==> src/rtl/bp_update_sched_pkg.sv <==
// Shared definitions for the branch-predictor update scheduler: width/value
// defaults, boolean and write-mode constants, and the scheduler state type.
package bp_update_sched_pkg;

  localparam logic TRUE  = 1'b1;
  localparam logic FALSE = 1'b0;

  localparam int unsigned DEF_TAG_W    = 8;
  localparam logic [1:0]  DEF_INIT_VAL = 2'b11;

  localparam logic MODE_UPDATE = 1'b0;
  localparam logic MODE_FORCE  = 1'b1;

  typedef enum logic {
    IDLE,
    SWEEP
  } state_t;

endpackage

==> src/rtl/bp_update_sched_if.sv <==
// ROB commit, clear request and predictor write port of the update scheduler.
interface bp_update_sched_if
  import bp_update_sched_pkg::*;
#(
  parameter int unsigned TAG_W = DEF_TAG_W
);

  logic             in_rob_valid;
  logic [TAG_W-1:0] in_rob_tag;
  logic             in_rob_jump_res;
  logic             out_rob_full;

  logic             in_clear_req;
  logic             out_clear_busy;

  logic             out_bp_valid;
  logic [TAG_W-1:0] out_bp_tag;
  logic             out_bp_mode;
  logic             out_bp_jump_res;
  logic [1:0]       out_bp_val;

  modport master (
    output in_rob_valid, in_rob_tag, in_rob_jump_res, in_clear_req,
    input  out_rob_full, out_clear_busy,
    input  out_bp_valid, out_bp_tag, out_bp_mode, out_bp_jump_res, out_bp_val
  );

  modport slave (
    input  in_rob_valid, in_rob_tag, in_rob_jump_res, in_clear_req,
    output out_rob_full, out_clear_busy,
    output out_bp_valid, out_bp_tag, out_bp_mode, out_bp_jump_res, out_bp_val
  );

endinterface

==> src/rtl/bp_update_sched_fifo.sv <==
// Update FIFO between ROB commit and predictor write: push/pop/flush with
// registered occupancy; all activity gated by the global enable.
module bp_upd_fifo
  import bp_update_sched_pkg::*;
#(
  parameter int unsigned DEPTH = 4,
  parameter int unsigned W     = DEF_TAG_W + 1
) (
  input  logic         clk,
  input  logic         rst,
  input  logic         en,
  input  logic         push,
  input  logic         pop,
  input  logic         flush,
  input  logic [W-1:0] din,
  output logic [W-1:0] dout,
  output logic         full,
  output logic         empty
);

  localparam int unsigned AW = $clog2(DEPTH);

  logic [W-1:0]  mem [DEPTH];
  logic [AW-1:0] head;
  logic [AW-1:0] tail;
  logic [AW:0]   cnt;
  logic          do_push;
  logic          do_pop;

  assign full    = (cnt == (AW+1)'(DEPTH));
  assign empty   = (cnt == '0);
  assign do_push = en && push && !full && !flush;
  assign do_pop  = en && pop && !empty && !flush;
  assign dout    = mem[head];

  always_ff @(posedge clk) begin
    if (do_push) begin
      mem[tail] <= din;
    end
  end

  always_ff @(posedge clk) begin
    if (rst) begin
      head <= '0;
      tail <= '0;
      cnt  <= '0;
    end else if (en && flush) begin
      head <= '0;
      tail <= '0;
      cnt  <= '0;
    end else begin
      if (do_push) tail <= tail + AW'(1);
      if (do_pop)  head <= head + AW'(1);
      if (do_push && !do_pop) begin
        cnt <= cnt + (AW+1)'(1);
      end else if (!do_push && do_pop) begin
        cnt <= cnt - (AW+1)'(1);
      end
    end
  end

endmodule

==> src/rtl/bp_update_sched.sv <==
// Schedules predictor-table writes: drains committed branch outcomes in order,
// or sweeps every entry to INIT_VAL on a clear request.
module bp_update_sched
  import bp_update_sched_pkg::*;
#(
  parameter int unsigned DEPTH    = 4,
  parameter int unsigned TAG_W    = DEF_TAG_W,
  parameter logic [1:0]  INIT_VAL = DEF_INIT_VAL
) (
  input  logic             clk,
  input  logic             rst,
  input  logic             rdy,
  bp_update_sched_if.slave bus
);

  state_t           state, state_n;
  logic [TAG_W-1:0] idx, idx_n;
  logic             pop, flush;
  logic             fifo_full, fifo_empty;
  logic [TAG_W:0]   fifo_dout;

  logic             valid_q, valid_n;
  logic [TAG_W-1:0] tag_q, tag_n;
  logic             mode_q, mode_n;
  logic             jr_q, jr_n;
  logic [1:0]       val_q, val_n;

  bp_upd_fifo #(
    .DEPTH (DEPTH),
    .W     (TAG_W + 1)
  ) u_fifo (
    .clk   (clk),
    .rst   (rst),
    .en    (rdy),
    .push  (bus.in_rob_valid),
    .pop   (pop),
    .flush (flush),
    .din   ({bus.in_rob_tag, bus.in_rob_jump_res}),
    .dout  (fifo_dout),
    .full  (fifo_full),
    .empty (fifo_empty)
  );

  // Payload registers hold between writes; only valid is forced low each idle cycle.
  always_comb begin
    state_n = state;
    idx_n   = idx;
    pop     = FALSE;
    flush   = FALSE;
    valid_n = FALSE;
    tag_n   = tag_q;
    mode_n  = mode_q;
    jr_n    = jr_q;
    val_n   = val_q;
    if (rdy) begin
      unique case (state)
        IDLE: begin
          if (bus.in_clear_req) begin
            state_n = SWEEP;
            flush   = TRUE;
            idx_n   = '0;
          end else if (!fifo_empty) begin
            pop     = TRUE;
            valid_n = TRUE;
            tag_n   = fifo_dout[TAG_W:1];
            mode_n  = MODE_UPDATE;
            jr_n    = fifo_dout[0];
          end
        end
        SWEEP: begin
          valid_n = TRUE;
          tag_n   = idx;
          mode_n  = MODE_FORCE;
          val_n   = INIT_VAL;
          idx_n   = idx + TAG_W'(1);
          if (idx == '1) begin
            state_n = IDLE;
          end
        end
        default: state_n = IDLE;
      endcase
    end
  end

  always_ff @(posedge clk) begin
    if (rst) begin
      state   <= IDLE;
      idx     <= '0;
      valid_q <= 1'b0;
      tag_q   <= '0;
      mode_q  <= 1'b0;
      jr_q    <= 1'b0;
      val_q   <= '0;
    end else begin
      state   <= state_n;
      idx     <= idx_n;
      valid_q <= valid_n;
      tag_q   <= tag_n;
      mode_q  <= mode_n;
      jr_q    <= jr_n;
      val_q   <= val_n;
    end
  end

  assign bus.out_rob_full    = fifo_full;
  assign bus.out_clear_busy  = (state == SWEEP);
  assign bus.out_bp_valid    = valid_q;
  assign bus.out_bp_tag      = tag_q;
  assign bus.out_bp_mode     = mode_q;
  assign bus.out_bp_jump_res = jr_q;
  assign bus.out_bp_val      = val_q;

endmodule

==> src/flat_wrapper.sv <==
// flat-port wrapper written by rule: the top's interface ports become plain ports
module bp_update_sched_flat import bp_update_sched_pkg::*;
#(
  parameter int unsigned DEPTH    = 4,
  parameter int unsigned TAG_W    = DEF_TAG_W,
  parameter logic [1:0]  INIT_VAL = DEF_INIT_VAL
)
  (clk, rst, rdy, bus_in_rob_valid, bus_in_rob_tag, bus_in_rob_jump_res, bus_in_clear_req, bus_out_rob_full, bus_out_clear_busy, bus_out_bp_valid, bus_out_bp_tag, bus_out_bp_mode, bus_out_bp_jump_res, bus_out_bp_val);
  bp_update_sched_if #(.TAG_W(TAG_W)) bus_i ();
  input  logic clk;
  input  logic rst;
  input  logic rdy;
  input wire logic [$bits(bus_i.in_rob_valid)-1:0] bus_in_rob_valid;
  input wire logic [$bits(bus_i.in_rob_tag)-1:0] bus_in_rob_tag;
  input wire logic [$bits(bus_i.in_rob_jump_res)-1:0] bus_in_rob_jump_res;
  input wire logic [$bits(bus_i.in_clear_req)-1:0] bus_in_clear_req;
  output wire logic [$bits(bus_i.out_rob_full)-1:0] bus_out_rob_full;
  output wire logic [$bits(bus_i.out_clear_busy)-1:0] bus_out_clear_busy;
  output wire logic [$bits(bus_i.out_bp_valid)-1:0] bus_out_bp_valid;
  output wire logic [$bits(bus_i.out_bp_tag)-1:0] bus_out_bp_tag;
  output wire logic [$bits(bus_i.out_bp_mode)-1:0] bus_out_bp_mode;
  output wire logic [$bits(bus_i.out_bp_jump_res)-1:0] bus_out_bp_jump_res;
  output wire logic [$bits(bus_i.out_bp_val)-1:0] bus_out_bp_val;
  assign bus_i.in_rob_valid = bus_in_rob_valid;
  assign bus_i.in_rob_tag = bus_in_rob_tag;
  assign bus_i.in_rob_jump_res = bus_in_rob_jump_res;
  assign bus_i.in_clear_req = bus_in_clear_req;
  assign bus_out_rob_full = bus_i.out_rob_full;
  assign bus_out_clear_busy = bus_i.out_clear_busy;
  assign bus_out_bp_valid = bus_i.out_bp_valid;
  assign bus_out_bp_tag = bus_i.out_bp_tag;
  assign bus_out_bp_mode = bus_i.out_bp_mode;
  assign bus_out_bp_jump_res = bus_i.out_bp_jump_res;
  assign bus_out_bp_val = bus_i.out_bp_val;
  bp_update_sched #(.DEPTH(DEPTH), .TAG_W(TAG_W), .INIT_VAL(INIT_VAL)) u_core (.clk(clk), .rst(rst), .rdy(rdy), .bus(bus_i));
endmodule
==> config.mk <==
export PLATFORM = sky130hd
export DESIGN_NAME = bp_update_sched_flat
export DESIGN_NICKNAME = d
export VERILOG_FILES = /design/src/rtl/bp_update_sched_pkg.sv /design/src/rtl/bp_update_sched_if.sv /design/src/rtl/bp_update_sched_fifo.sv /design/src/rtl/bp_update_sched.sv /design/src/flat_wrapper.sv
export SDC_FILE = /design/constraint.sdc
export NUM_CORES = 1
export LEC_CHECK = 0
export ABC_CLOCK_PERIOD_IN_PS = 3300
export BUFFER_PORTS_ARGS = -buffer_cell sky130_fd_sc_hd__buf_2
export CORE_ASPECT_RATIO = 0.7
export CORE_MARGIN = 3
export CORE_UTILIZATION = 40
export DETAILED_ROUTE_END_ITERATION = 10
export GPL_TIMING_DRIVEN = 0
export PLACE_DENSITY = 0.65
export SLEW_MARGIN = 10
export SYNTH_ARGS = -nofsm -noshare
export SYNTH_HDL_FRONTEND = slang
export SYNTH_HIERARCHICAL = 1
export SYNTH_SLANG_ARGS = --single-unit
==> constraint.sdc <==
create_clock -name clk -period 3.3 [get_ports clk]
set_clock_uncertainty 0.05 [all_clocks]
set_input_delay 0.66 -clock clk [delete_from_list [all_inputs] [get_ports clk]]
set_output_delay 0.66 -clock clk [all_outputs]
set_load 0.005 [all_outputs]
==> results of run 1 <==
[flip-flops by register name (all words and copies together), names as in the netlist, named ones only]
register	count
u_core/u_fifo/cnt	3
u_core/bus.out_bp_mode	1
u_core/bus.out_bp_jump_res	1
u_core/u_fifo/mem	36
u_core/bus.out_bp_tag	8
u_core/u_fifo/tail	2
u_core/bus.out_clear_busy	1
u_core/bus.out_bp_val	1
u_core/idx	8
u_core/u_fifo/head	2
u_core/bus.out_bp_valid	1
[kinds of logic (layout without fill, tap and decap cells)]
group	after synthesis	count (layout)	synth area share, %
muxes	19	19	10.8
adders and majority gates	7	7	3.39
DFF	66	66	59.9
AOI/OAI and AO/OA	47	47	10.3
and+or+nand+nor	48	48	11.6
buffers and inverters	20	64	3.39
xor gates and xnor gates	2	2	0.625
[critical path, cell delays in order, from the launching register on]
cell and delay [ns]:
sky130_fd_sc_hd__dfxtp_1 0.36, sky130_fd_sc_hd__nor3_1 0.75, sky130_fd_sc_hd__nor4b_2 0.17, sky130_fd_sc_hd__nand3b_1 0.16, sky130_fd_sc_hd__or2_2 0.12, sky130_fd_sc_hd__ha_1 0.18
sky130_fd_sc_hd__inv_1 0.06, sky130_fd_sc_hd__fa_1 0.37, sky130_fd_sc_hd__xor2_1 0.15, sky130_fd_sc_hd__or3_2 0.41, sky130_fd_sc_hd__a21oi_1 0.15
[cell usage in the layout (no fill, tap or decap), drive strengths merged, types with 5 or more instances in the layout]
cell type  count
a21oi         21
o21ai          7
nand2          5
edfxtp        36
mux4           9
mux2i         10
a211oi         7
ha             6
inv            8
nor2           6
or3            5
clkbuf        13
dfxtp         30
buf           38
[per-stage QoR]
stage / instance area (sq um) / setup slack, ns / util [%] / power, uW / hold WS [ns]
global placement: 3060 / 0.108 / 46.9 / 1070 / 0.413
floorplan: 2810 / 0.563 / - / 1020 / 0.409
detailed placement: 3060 / 0.0854 / 46.9 / 1080 / 0.423
finish: 3250 / 0.299 / 49.9 / 1670 / 0.428
global route: 3250 / 0.133 / 49.9 / 1750 / 0.440
CTS: 3250 / 0.307 / 49.9 / 1700 / 0.433
[final timing paths]
path                           from                     end  slack, ns  cells after the start
max            u_core/u_fifo/cnt[0]    u_core/u_fifo/cnt[2]       0.30                     10
min          u_core/bus.out_bp_mode  u_core/bus.out_bp_mode       0.43                      2
max reg2reg    u_core/u_fifo/cnt[0]    u_core/u_fifo/cnt[2]       0.30                     10
min reg2reg  u_core/bus.out_bp_mode  u_core/bus.out_bp_mode       0.43                      2
[power groups by stage]
| stage | logic (uW) | clock network [uW] | registers [uW] |
|---|---|---|---|
| after floorplan | 93.4 | 0 | 924 |
| after global placement | 146 | 0 | 924 |
| after detailed placement | 150 | 0 | 925 |
| after CTS | 150 | 640 | 907 |
| after global routing | 165 | 673 | 909 |
| final | 149 | 618 | 907 |
[layout make-up]
class	count	area, sq um	area share [%]
well taps	91	114	3.50
plain buffers	12	65.1	2.00
flip-flops and latches	66	1680	51.8
multi-input cells	123	1030	31.7
repair buffers	28	140	4.31
inverters	8	30.0	0.924
clock inverters	5	38.8	1.19
clock buffers	11	151	4.66
[per-layer routing]
layer | GRT usage (%) | vias up | part of all wire [%]
met5 | 0 | - | 0
met4 | 5.95 | 0 | 1.3
met1 | 19.3 | 845 | 50
li1 | - | 877 | -
met3 | 5.42 | 7 | 5.1
met2 | 19.7 | 45 | 44
==> flow_summary_export.csv, run 1 <==
group,metric,value,unit
pwr,ir_worst_vdd,0.229,mV
setup_path,critical_path_peak_fanout,8,
timing,period_share,90.9,%
setup_path,critical_path_data_required_time,3.51,ns
floorplan,floorplan.rows,24,
drt,final_antenna_net_count,0,
drt,wirelength,5.30,mm
pwr,power.leakage,0.00117,uW
yosys,synth.ff_latch_count,66,
setup_path,crit_path_end_kind,"flip-flop",
global_routing,grt_overflow_total,0,
setup_path,kind_of_launch_point_of_the_worst_setup_path,"flip-flop",
drt,drc_errors,0,
place,sum_of_net_half_perimeters_after_detailed_placement,3.71,mm
pwr,seq_power_share,54.2,%
global_routing,largest_net_degree_at_the_start_of_global_routing,13,
run,max_cap_viol_count,0,
clock_tree,post_cts_hold_buffer_count,0,
place,port_buffers,28,
yosys,syn_avg_cell_area,13.4,sq um
clock_tree,cts.htree.levels,3,
setup_path,worstSetupPathType,"reg2reg",
drt,num_vias,1774,
clock_tree,numClockSinks,66,
drt,routedWlPerCell,15.4,um
floorplan,num_io_pins,29,
global_routing,grt_first_pass_wirelength,8.60,mm
pwr,power.internal,1270,uW
timing,slew-limit-headroom,39.4,%
timing,final.setup.tns,0,ns
yosys,synth-main-ff-cell,"sky130_fd_sc_hd__edfxtp_1",
floorplan,dieArea,8070,sq um
pwr,cellPowerDensity,515,nW/um^2
setup_path,crit_arrival,3.21,ns
run_status,status,"complete, no violations",
floorplan,die_height,76.1,um
cells_and_area,drive_gt1_share,29.2,%
cells_and_area,area.growth.synth_to_final,15.8,%
clock_tree,worst_skew_pair.late_latency,0.33,ns
floorplan,core-area,6520,sq um
global_routing,number_of_global_route_vias_before_repair,1711,
yosys,post-synth-top-count-cell,"sky130_fd_sc_hd__edfxtp_1",
global_routing,global_route.usage.total,14.0,%
drt,first_pass_iters,4,
pwr,power.share.switching,24.2,%
drt,drt-initial-drc-count,57,
floorplan,chipWidth,106,um
pwr,clockPowerShare,36.9,%
yosys,yosysWarningCount,6,
floorplan,starting_density_of_the_core,43.0,%
cells_and_area,final.fill_count,586,
clock_tree,cts_max_path_buffers,2,
timing,max_slew.worst_pin.slew,0.902,ns
yosys,yosysSeqAreaShare,59.9,%
clock_tree,cts.reportedPaths.clkPinSlew,0.07,ns
yosys,number_of_enable_flip_flop_cells_after_synthesis,36,
timing,setup_viol_count_final,0,
hold_path,worst_hold_path_type,"reg2reg",
yosys,synthesis.area,2810,sq um
cells_and_area,fin_nets,269,
clock_tree,number_of_buffers_inserted_during_clock_tree_synthesis,9,
pwr,netSwitchingPower,404,uW
clock_tree,cts_resized,0,
pwr,comb_power_share,8.9,%
yosys,synth_top_cells_by_area,"sky130_fd_sc_hd__edfxtp_1 39%, sky130_fd_sc_hd__dfxtp_1 21%, sky130_fd_sc_hd__mux4_2 7.2%",
timing,slew_viol_final,0,
clock_tree,cts.repair_timing.setup_buffer_count,0,
cells_and_area,antenna_cells,0,
cells_and_area,fin_cells,344,
yosys,synth_cells,209,
global_routing,grt_antenna_before_repair,0,
drt,via_per_inst,5.16,
yosys,synth.net_count,230,
clock_tree,clock_tree_from_tritoncts,"built",
place,dp_cells,328,
place,gp_routability_congestion,0.768,
yosys,synth_common_cells,"36 x sky130_fd_sc_hd__edfxtp_1, 30 x sky130_fd_sc_hd__dfxtp_1, 21 x sky130_fd_sc_hd__a21oi_1, 10 x sky130_fd_sc_hd__mux2i_1, 9 x sky130_fd_sc_hd__mux4_2",
timing,max_freq,0.333,GHz
timing,setup_repair_after_global_routing_missed_its_margin,"false",
timing,layout_min_cycle_time,3.00,ns
timing,hold_viol_final,0,
yosys,synth.lib_cells_used.distinct,48,
yosys,synth_top_cell_area_share,38.5,%
yosys,leading_area_contributor_after_synthesis,"sky130_fd_sc_hd__edfxtp_1",
yosys,async_flop_share,0,%
clock_tree,cts.root.buffer_cell,"sky130_fd_sc_hd__clkbuf_8",
Note: power is estimated with default switching activity, not from simulation.
==> run 2: changes to the inputs <==
Settings changed: GPL_ROUTABILITY_DRIVEN set to 0, MAX_ROUTING_LAYER set to met4, SLEW_MARGIN 10 to not set.
==> run 2 against run 1 <==
Against the previous run: first-iteration DRC count grew 3.5%; sequential share of layout area is the same; sequential power is essentially flat; critical path depth is the same; global-route usage grew 0.35 points; via count is essentially flat; wire length is essentially flat; critical path type unchanged.
==> flow_summary_export.csv, run 2 (synthesis results as in run 1) <==
group,metric,value,unit
hold_path,holdPathStages,2,
cells_and_area,top_register,"u_core/u_fifo/mem",
clock_tree,cts.reportedPaths.clkPinSlew,0.07,ns
setup_path,crit_arrival,3.22,ns
drt,num_vias,1773,
timing,hold_viol_final,0,
timing,timing.hold.ws,0.428,ns
drt,wirelength,5.31,mm
timing,final.setup.tns,0,ns
setup_path,crit_chain,"nor3_1, nor4b_2, nand3b_1, or2_2, ha_1, inv_1, fa_1, xor2_1, or3_2, a21oi_1",
drt,final_antenna_net_count,0,
floorplan,core-area,6520,sq um
place,port_buffers,28,
setup_path,critical_path_data_required_time,3.52,ns
clock_tree,post_cts_hold_buffer_count,0,
clock_tree,cts.repair_timing.setup_buffer_count,0,
setup_path,worstRegToRegCells,10,
setup_path,worstSetupPathType,"reg2reg",
global_routing,largest_net_degree_at_the_start_of_global_routing,13,
setup_path,critical-path-slowest-cell,"sky130_fd_sc_hd__nor3_1",
drt,via_per_inst,5.15,
pwr,ir_worst_vdd,0.233,mV
cells_and_area,drive_gt1_share,29.2,%
cells_and_area,antenna_cells,0,
clock_tree,cts_max_path_buffers,2,
timing,setup_viol_count_final,0,
hold_path,worst_hold_path_type,"reg2reg",
floorplan,die_height,76.1,um
clock_tree,cts.root.buffer_cell,"sky130_fd_sc_hd__clkbuf_8",
setup_path,kind_of_launch_point_of_the_worst_setup_path,"flip-flop",
clock_tree,cts_resized,0,
drt,routedWlPerCell,15.4,um
timing,slew_viol_final,0,
global_routing,global_route.usage.total,14.4,%
setup_path,critical_path_peak_fanout,8,
setup_path,path_buf_inv,1,
timing,setup_repair_after_global_routing_missed_its_margin,"false",
pwr,cellPowerDensity,516,nW/um^2
drt,first_pass_iters,4,
clock_tree,numClockSinks,66,
drt,drc_errors,0,
timing,period_share,91.1,%
global_routing,number_of_global_route_vias_before_repair,1719,
drt,drt-initial-drc-count,59,
cells_and_area,largest_register_ffs,36,
cells_and_area,final.fill_count,586,
pwr,power.leakage,0.00117,uW
timing,max_freq,0.333,GHz
setup_path,critical_path_depth,10,
global_routing,grt_util_met3,5.17,%
clock_tree,worst_skew_pair.late_latency,0.33,ns
global_routing,grt_overflow_total,0,
cells_and_area,fin_nets,269,
global_routing,gr-max-usage-layer,"met2",
timing,layout_min_cycle_time,3.01,ns
cells_and_area,stdcell_area,3250,sq um
floorplan,dieArea,8070,sq um
global_routing,use_met2,19.8,%
cells_and_area,final_common_cell,"sky130_fd_sc_hd__edfxtp_1",
cells_and_area,postLayoutCoreUtil,49.9,%
run,max_cap_viol_count,0,
place,dp_cells,328,
floorplan,num_io_pins,29,
floorplan,chipWidth,106,um
floorplan,floorplan.rows,24,
setup_path,cp_top_family,"simple AND/OR/NAND/NOR gates",
cells_and_area,most_frequent_cells_in_the_layout,"36 x sky130_fd_sc_hd__edfxtp_1, 35 x sky130_fd_sc_hd__buf_2, 30 x sky130_fd_sc_hd__dfxtp_1, 21 x sky130_fd_sc_hd__a21oi_1, 11 x sky130_fd_sc_hd__clkbuf_8",
place,placedInstanceArea,3060,sq um
timing,max_slew.worst_pin.slew,0.906,ns
clock_tree,cts.htree.levels,3,
cells_and_area,fin_cells,344,
setup_path,cpPeakStageDelay,0.75,ns
place,sum_of_net_half_perimeters_after_detailed_placement,3.71,mm
global_routing,grt_antenna_before_repair,0,
floorplan,starting_density_of_the_core,43.0,%
clock_tree,number_of_buffers_inserted_during_clock_tree_synthesis,9,
cells_and_area,area.growth.synth_to_final,15.8,%
clock_tree,clock_tree_from_tritoncts,"built",
run_status,status,"complete, no violations",
global_routing,met1_routing_resource_usage_after_global_routing,19.2,%
timing,slew-limit-headroom,39.2,%
global_routing,grt_first_pass_wirelength,8.58,mm
setup_path,crit_path_end_kind,"flip-flop",
## run 2: routing by layer
metal,vias to the layer above,wire [um]
li1,878,-
met1,853,2690
met2,33,2340
met3,9,191
met4,0,87
met5,-,0
## run 2: path summary, 6_finish.rpt
check                          from                      to  slack, ns
max            u_core/u_fifo/cnt[0]    u_core/u_fifo/cnt[2]       0.29
min          u_core/bus.out_bp_mode  u_core/bus.out_bp_mode       0.43
max reg2reg    u_core/u_fifo/cnt[0]    u_core/u_fifo/cnt[2]       0.29
min reg2reg  u_core/bus.out_bp_mode  u_core/bus.out_bp_mode       0.43
## run 2: worst min-delay path: stages, from the launching register on
cell	delay, ns
sky130_fd_sc_hd__dfxtp_1	0.31
sky130_fd_sc_hd__o31ai_1	0.06
sky130_fd_sc_hd__a21oi_1	0.06
## run 2: report_power, final
group / total [uW] / switching, uW / internal (uW)
clock: 621 / 307 / 314
combinational: 149 / 85.8 / 63.0
sequential: 907 / 14.5 / 892
## run 2: metrics by stage
step	total power (uW)	worst slack, ns
floorplan	1020	0.563
global placement	1070	0.108
detailed placement	1080	0.0854
CTS	1700	0.307
global route	1750	0.133
finish	1680	0.294
## run 2: final cells by class
type / count / area (sq um) / area share [%]
timing repair buffer: 28 / 140 / 4.31
clock inverter: 5 / 38.8 / 1.19
sequential: 66 / 1680 / 51.8
tap: 91 / 114 / 3.50
inverter: 8 / 30.0 / 0.924
buffer: 12 / 65.1 / 2.00
multi-input combinational: 123 / 1030 / 31.7
clock buffer: 11 / 151 / 4.66
